## config.mk

```make
export PLATFORM = sky130hd
export DESIGN_NAME = jstk_spi_responder
export DESIGN_NICKNAME = d
export VERILOG_FILES = /design/src/rtl/jstk_spi_responder.sv
export SDC_FILE = /design/constraint.sdc
export NUM_CORES = 1
export LEC_CHECK = 0
export CORE_MARGIN = 1
export CORE_UTILIZATION = 55
export CTS_CLUSTER_SIZE = 20
export DETAILED_ROUTE_END_ITERATION = 10
export GPL_TIMING_DRIVEN = 0
export MAX_ROUTING_LAYER = met4
export PLACE_DENSITY_LB_ADDON = 0.15
export SETUP_SLACK_MARGIN = 0.4
export SYNTH_ARGS = -nofsm -noshare
export SYNTH_HDL_FRONTEND = slang
export SYNTH_SLANG_ARGS = --single-unit
```

## constraint.sdc

```tcl
create_clock -name clk -period 2.79 [get_ports clk]
set_input_delay 0.558 -clock clk [delete_from_list [all_inputs] [get_ports clk]]
set_output_delay 0.558 -clock clk [all_outputs]
set_load 0.05 [all_outputs]
```

## src/rtl/jstk_spi_responder.sv

```systemverilog
// SPI mode-0 slave that answers like a PmodJSTK: a 5-byte frame of X/Y/buttons out,
// with the first byte the master sends decoded as an LED command.
module jstk_spi_responder #(
    parameter int SYNC_STAGES = 2,
    parameter int FRAME_BYTES = 5
) (
    input  logic       clk,
    input  logic       rst,
    input  logic       ss,
    input  logic       sclk,
    input  logic       mosi,
    input  logic [9:0] x_pos,
    input  logic [9:0] y_pos,
    input  logic [2:0] btn,
    output logic       miso,
    output logic [1:0] led,
    output logic       frame_done,
    output logic       frame_err,
    output logic       busy
);

    localparam int FRAME_BITS = FRAME_BYTES * 8;
    localparam logic [5:0] LAST_BIT = 6'(FRAME_BITS - 1);
    localparam logic [5:0] FULL_CNT = 6'(FRAME_BITS);
    localparam logic [5:0] CMD_BIT  = 6'd7;
    localparam logic [5:0] CMD_TAG  = 6'b100000;

    typedef enum logic [1:0] {
        IDLE    = 2'd0,
        LOAD    = 2'd1,
        SHIFT   = 2'd2,
        OVERRUN = 2'd3
    } state_e;

    state_e state;
    state_e state_next;

    logic [SYNC_STAGES-1:0] ss_sync;
    logic [SYNC_STAGES-1:0] sclk_sync;
    logic [SYNC_STAGES-1:0] mosi_sync;
    logic                   ss_d;
    logic                   sclk_d;
    logic                   ss_s;
    logic                   sclk_s;
    logic                   mosi_s;
    logic                   ss_fall;
    logic                   ss_rise;
    logic                   sclk_rise;
    logic                   sclk_fall;

    logic [39:0] tx;
    logic [39:0] snapshot;
    logic [7:0]  rx;
    logic [7:0]  rx_new;
    logic [5:0]  cnt;

    logic load;
    logic rx_shift;
    logic tx_shift;
    logic led_we;
    logic done_p;
    logic err_p;
    logic miso_next;

    assign ss_s   = ss_sync[SYNC_STAGES-1];
    assign sclk_s = sclk_sync[SYNC_STAGES-1];
    assign mosi_s = mosi_sync[SYNC_STAGES-1];

    assign ss_fall   = ss_d & ~ss_s;
    assign ss_rise   = ~ss_d & ss_s;
    assign sclk_rise = ~sclk_d & sclk_s;
    assign sclk_fall = sclk_d & ~sclk_s;

    assign snapshot = {x_pos[7:0], 6'b0, x_pos[9:8], y_pos[7:0], 6'b0, y_pos[9:8], 5'b0, btn};
    assign rx_new   = {rx[6:0], mosi_s};

    // Synchronizers reset to the bus idle levels so reset never looks like an ss edge.
    always_ff @(posedge clk) begin
        if (rst) begin
            ss_sync   <= '1;
            sclk_sync <= '0;
            mosi_sync <= '0;
            ss_d      <= 1'b1;
            sclk_d    <= 1'b0;
        end else begin
            ss_sync   <= {ss_sync[SYNC_STAGES-2:0], ss};
            sclk_sync <= {sclk_sync[SYNC_STAGES-2:0], sclk};
            mosi_sync <= {mosi_sync[SYNC_STAGES-2:0], mosi};
            ss_d      <= ss_s;
            sclk_d    <= sclk_s;
        end
    end

    always_ff @(posedge clk) begin
        if (rst) begin
            state <= IDLE;
        end else begin
            state <= state_next;
        end
    end

    always_comb begin
        state_next = state;
        load       = 1'b0;
        rx_shift   = 1'b0;
        tx_shift   = 1'b0;
        led_we     = 1'b0;
        done_p     = 1'b0;
        err_p      = 1'b0;
        miso_next  = miso;

        case (state)
            IDLE: begin
                if (ss_fall) begin
                    state_next = LOAD;
                end
            end
            LOAD: begin
                load      = 1'b1;
                miso_next = snapshot[39];
                state_next = ss_rise ? IDLE : SHIFT;
            end
            SHIFT, OVERRUN: begin
                // An ss rise beats any sclk edge seen in the same cycle.
                if (ss_rise) begin
                    state_next = IDLE;
                    done_p     = (cnt == FULL_CNT);
                    err_p      = (cnt != 6'd0) && (cnt < FULL_CNT);
                end else if (state == SHIFT) begin
                    if (sclk_rise) begin
                        rx_shift = 1'b1;
                        if (cnt == LAST_BIT) begin
                            state_next = OVERRUN;
                        end
                        if ((cnt == CMD_BIT) && (rx_new[7:2] == CMD_TAG)) begin
                            led_we = 1'b1;
                        end
                    end
                    if (sclk_fall) begin
                        tx_shift  = 1'b1;
                        miso_next = tx[38];
                    end
                end
            end
            default: state_next = IDLE;
        endcase

        if ((state_next == IDLE) || (state_next == OVERRUN)) begin
            miso_next = 1'b0;
        end
    end

    always_ff @(posedge clk) begin
        if (rst) begin
            tx         <= '0;
            rx         <= '0;
            cnt        <= '0;
            miso       <= 1'b0;
            led        <= 2'b00;
            frame_done <= 1'b0;
            frame_err  <= 1'b0;
            busy       <= 1'b0;
        end else begin
            miso       <= miso_next;
            frame_done <= done_p;
            frame_err  <= err_p;
            busy       <= (state_next == SHIFT) || (state_next == OVERRUN);
            if (load) begin
                tx  <= snapshot;
                cnt <= '0;
            end
            if (rx_shift) begin
                rx  <= rx_new;
                cnt <= cnt + 6'd1;
            end
            if (tx_shift) begin
                tx <= {tx[38:0], 1'b0};
            end
            // Only the first byte of a frame can carry an LED command.
            if (led_we) begin
                led <= rx_new[1:0];
            end
        end
    end

endmodule

```

==> flow_metrics.py <==
metrics = {
    "timing": {
        "period_needed_ns": 2.24,
        "finalHoldViolCount": 0,
        "fin_hold_ws_ns": 0.414,
        "finalSetupTns_ns": 0,
        "post-route-period-util_pct": 80.3,
        "finalSetupViolations": 0,
        "grt_setup_unrepaired": "no",
        "max_freq_ghz": 0.446,
        "slew_violations": 0,
        "slew_headroom_pct": 60.3,
        "worst_clock_skew_ns": 0.00660,
        "tightestPinTransition_ns": 0.595,
    },
    "worst_setup_path": {
        "cpMostUsedCell": "ha_1",
        "path_delay_family": "simple AND/OR/NAND/NOR gates",
        "crit_path_end_kind": "register",
        "crit_buf_inv": 1,
        "worst-path-max-fanout": 8,
        "startpoint": "state[0]",
        "slowest_stage": "dfxtp_1",
        "startpoint_type": "register",
        "crit_chain": "inv_1, ha_1, nor2_2, nor2_1, o21ai_0, and3_1, ha_1, nor4_1",
        "critical_path_class": "register to register",
        "critPathMaxStageDelay_ns": 0.39,
        "timing.rr.start": "state[0]",
        "crit_required_ns": 3.03,
        "worst-endpoint-arrival_ns": 2.48,
    },
    "synth": {
        "synth_top_family_by_area": "simple AND/OR/NAND/NOR gates",
        "synth_top_area_share_pct": 46.2,
        "synth_ff_type": "dfxtp_1",
        "ys_warn_count": 0,
        "syn_area_sq_mm": 0.00294,
        "ys_types": 37,
        "synthXorXnorAreaFrac_pct": 0,
        "yosys_register_bits": 68,
        "synthTopCellsByCount": "dfxtp_1, nand2_1, a21oi_1, nor2_1",
        "synth_adder_area_share_pct": 3.40,
        "synth.avg_cell_area_sq_um": 9.17,
        "yosysSeqAreaShare_pct": 46.2,
        "syn-num-nets": 357,
        "synth_simple_gate_area_share_pct": 23.2,
        "yosysMostFrequentCell": "dfxtp_1",
        "synth_compound_area_share_pct": 13.9,
        "synth_edf_count": 0,
        "syn_inst": 321,
        "async_flop_share_pct": 0,
        "yosysTopAreaCell": "dfxtp_1",
        "synthTopCellsByArea": "dfxtp_1, mux2i_1, a211oi_1, a21oi_1, nand3b_1",
        "synthMuxAreaShare_pct": 8.16,
    },
    "clock_tree": {
        "htreeDepth": 3,
        "cts_inserted_buffers": 9,
        "cts.sinks": 68,
        "insertion_delay_ns": 0.34,
        "path_clk_slew_ns": 0.07,
        "clock_tree.root_cell": "clkbuf_8",
        "cts_tree": "built",
        "cts_buffer_depth": 2,
    },
    "die": {
        "rows": 26,
        "die-area_sq_mm": 0.00565,
        "die_y_um": 75.2,
        "start_util_pct": 57.3,
        "io_pins": 34,
        "dieWidth_um": 75.2,
        "core_sq_mm": 0.00514,
    },
    "cells_and_area": {
        "syn2layout_area_growth_pct": 20.7,
        "post_route_cells_drive_above_1_share_pct": 9.76,
        "fillers": 444,
        "fin_nets": 401,
        "fin_util_pct": 69.1,
        "diodes": 0,
        "fin_cells": 439,
    },
    "global_routing": {
        "grt_max_degree": 11,
        "overflow": 0,
        "grt_pass1_wl_um": 10100,
        "grt_usage_pct": 24.8,
        "antenna_found_initial": 0,
        "grt_pass1_vias": 2206,
    },
    "status": {
        "outcome": "finished, final reports clean",
    },
    "placed_design": {
        "place_inst": 424,
        "gp_congestion": 0.796,
        "dp_hpwl_um": 4220,
        "io_buffer_count": 33,
    },
    "drt": {
        "vias": 2425,
        "wirelength_um": 6100,
        "drt-initial-drc-count": 74,
        "drc": 0,
        "wire_per_inst_um": 13.9,
        "vias_per_cell": 5.52,
        "firstDrtPassIters": 4,
        "drtAntennaViolNets": 0,
    },
    "power": {
        "cellPowerDensity_mw_per_mm2": 533,
        "leakagePower_nw": 1.29,
        "vdd_drop_max_mv": 0.396,
    },
    "worst_hold_path": {
        "hold_class": "register to register",
        "holdCritStartpoint": "ss_sync[0]",
    },
    "run": {
        "maxCapViolations": 0,
    },
}
[per-stage QoR]
stage	area [sq um]	power, mW	setup slack [ns]
after floorplan	2940	1.09	0.860
after global placement	3360	1.15	0.475
after detailed placement	3360	1.15	0.484
after CTS	3550	1.91	0.478
after global routing	3550	1.97	0.431
final	3550	1.89	0.550
[final timing paths]
path                endpoint  slack, ns  cells after the start
setup / recovery        miso       0.55                      8
hold / removal    ss_sync[1]       0.41                      1
setup reg to reg        miso       0.55                      8
hold reg to reg   ss_sync[1]       0.41                      1
[kinds of logic after synthesis]
logic type      count (synthesis)
compound gates                 66
fa+ha+maj                       8
buf+inv                        30
flops                          68
mux                            24
simple gates                  125
[cell usage in the layout (no fill, tap or decap), types with 2 or more instances in the layout]
master | netlist | layout
dfxtp_1 | 68 | 68
a21oi_1 | 31 | 31
clkbuf_1 | 10 | 11
a211oi_1 | 24 | 24
clkbuf_8 | 0 | 13
buf_6 | 3 | 3
or4b_1 | 2 | 2
buf_2 | 9 | 9
nor4_1 | 2 | 2
o21ai_0 | 4 | 4
nor2b_1 | 10 | 10
nand3b_1 | 19 | 19
nand2_1 | 37 | 37
ha_1 | 8 | 8
clkdlybuf4s50_1 | 0 | 33
and2b_1 | 2 | 2
nor3_1 | 4 | 4
and3_1 | 6 | 6
o32ai_1 | 2 | 2
inv_1 | 6 | 6
nand3_1 | 5 | 5
nor2_1 | 26 | 25
mux2i_1 | 24 | 24
a31oi_1 | 2 | 2
or2_2 | 3 | 3
[layer usage]
| layer | vias up | GRT usage [%] | wire length, um |
|---|---|---|---|
| li1 | 1215 | - | - |
| met1 | 1143 | 32.4 | 2970 |
| met2 | 59 | 37.0 | 2810 |
| met3 | 8 | 5.09 | 209 |
| met4 | 0 | 11.1 | 101 |
| met5 | - | - | 0 |
[repair_timing]
item                                    4_1_cts  5_1_grt
buffers inserted                              0        0
endpoints found under the setup margin        0        1
hold buffers                                  0        0
resized for setup                             0        1
[state kept, by name (all words and copies together) (netlist names)]
register,flops
busy,1
cnt,6
frame_done,1
frame_err,1
led,2
miso,1
mosi_sync,2
rx,7
sclk_d,1
sclk_sync,2
ss_d,1
ss_sync,2
state,2
tx,39
[layout make-up]
class | count | area (sq um) | area share [%]
Inverter | 6 | 22.5 | 0.634
Timing Repair Buffer | 33 | 330 | 9.30
Tap cell | 70 | 87.6 | 2.47
Buffer | 24 | 128 | 3.59
Clock inverter | 1 | 5.00 | 0.141
Multi-Input combinational cell | 223 | 1440 | 40.4
Clock buffer | 14 | 183 | 5.14
Sequential cell | 68 | 1360 | 38.3
[where the power goes]
group	switching, mW	internal [mW]	leakage (nW)
clock network	0.346	0.414	0.0986
logic	0.0609	0.0727	0.644
registers	0.00976	0.989	0.550
Note: power is estimated with default switching activity, not from simulation.
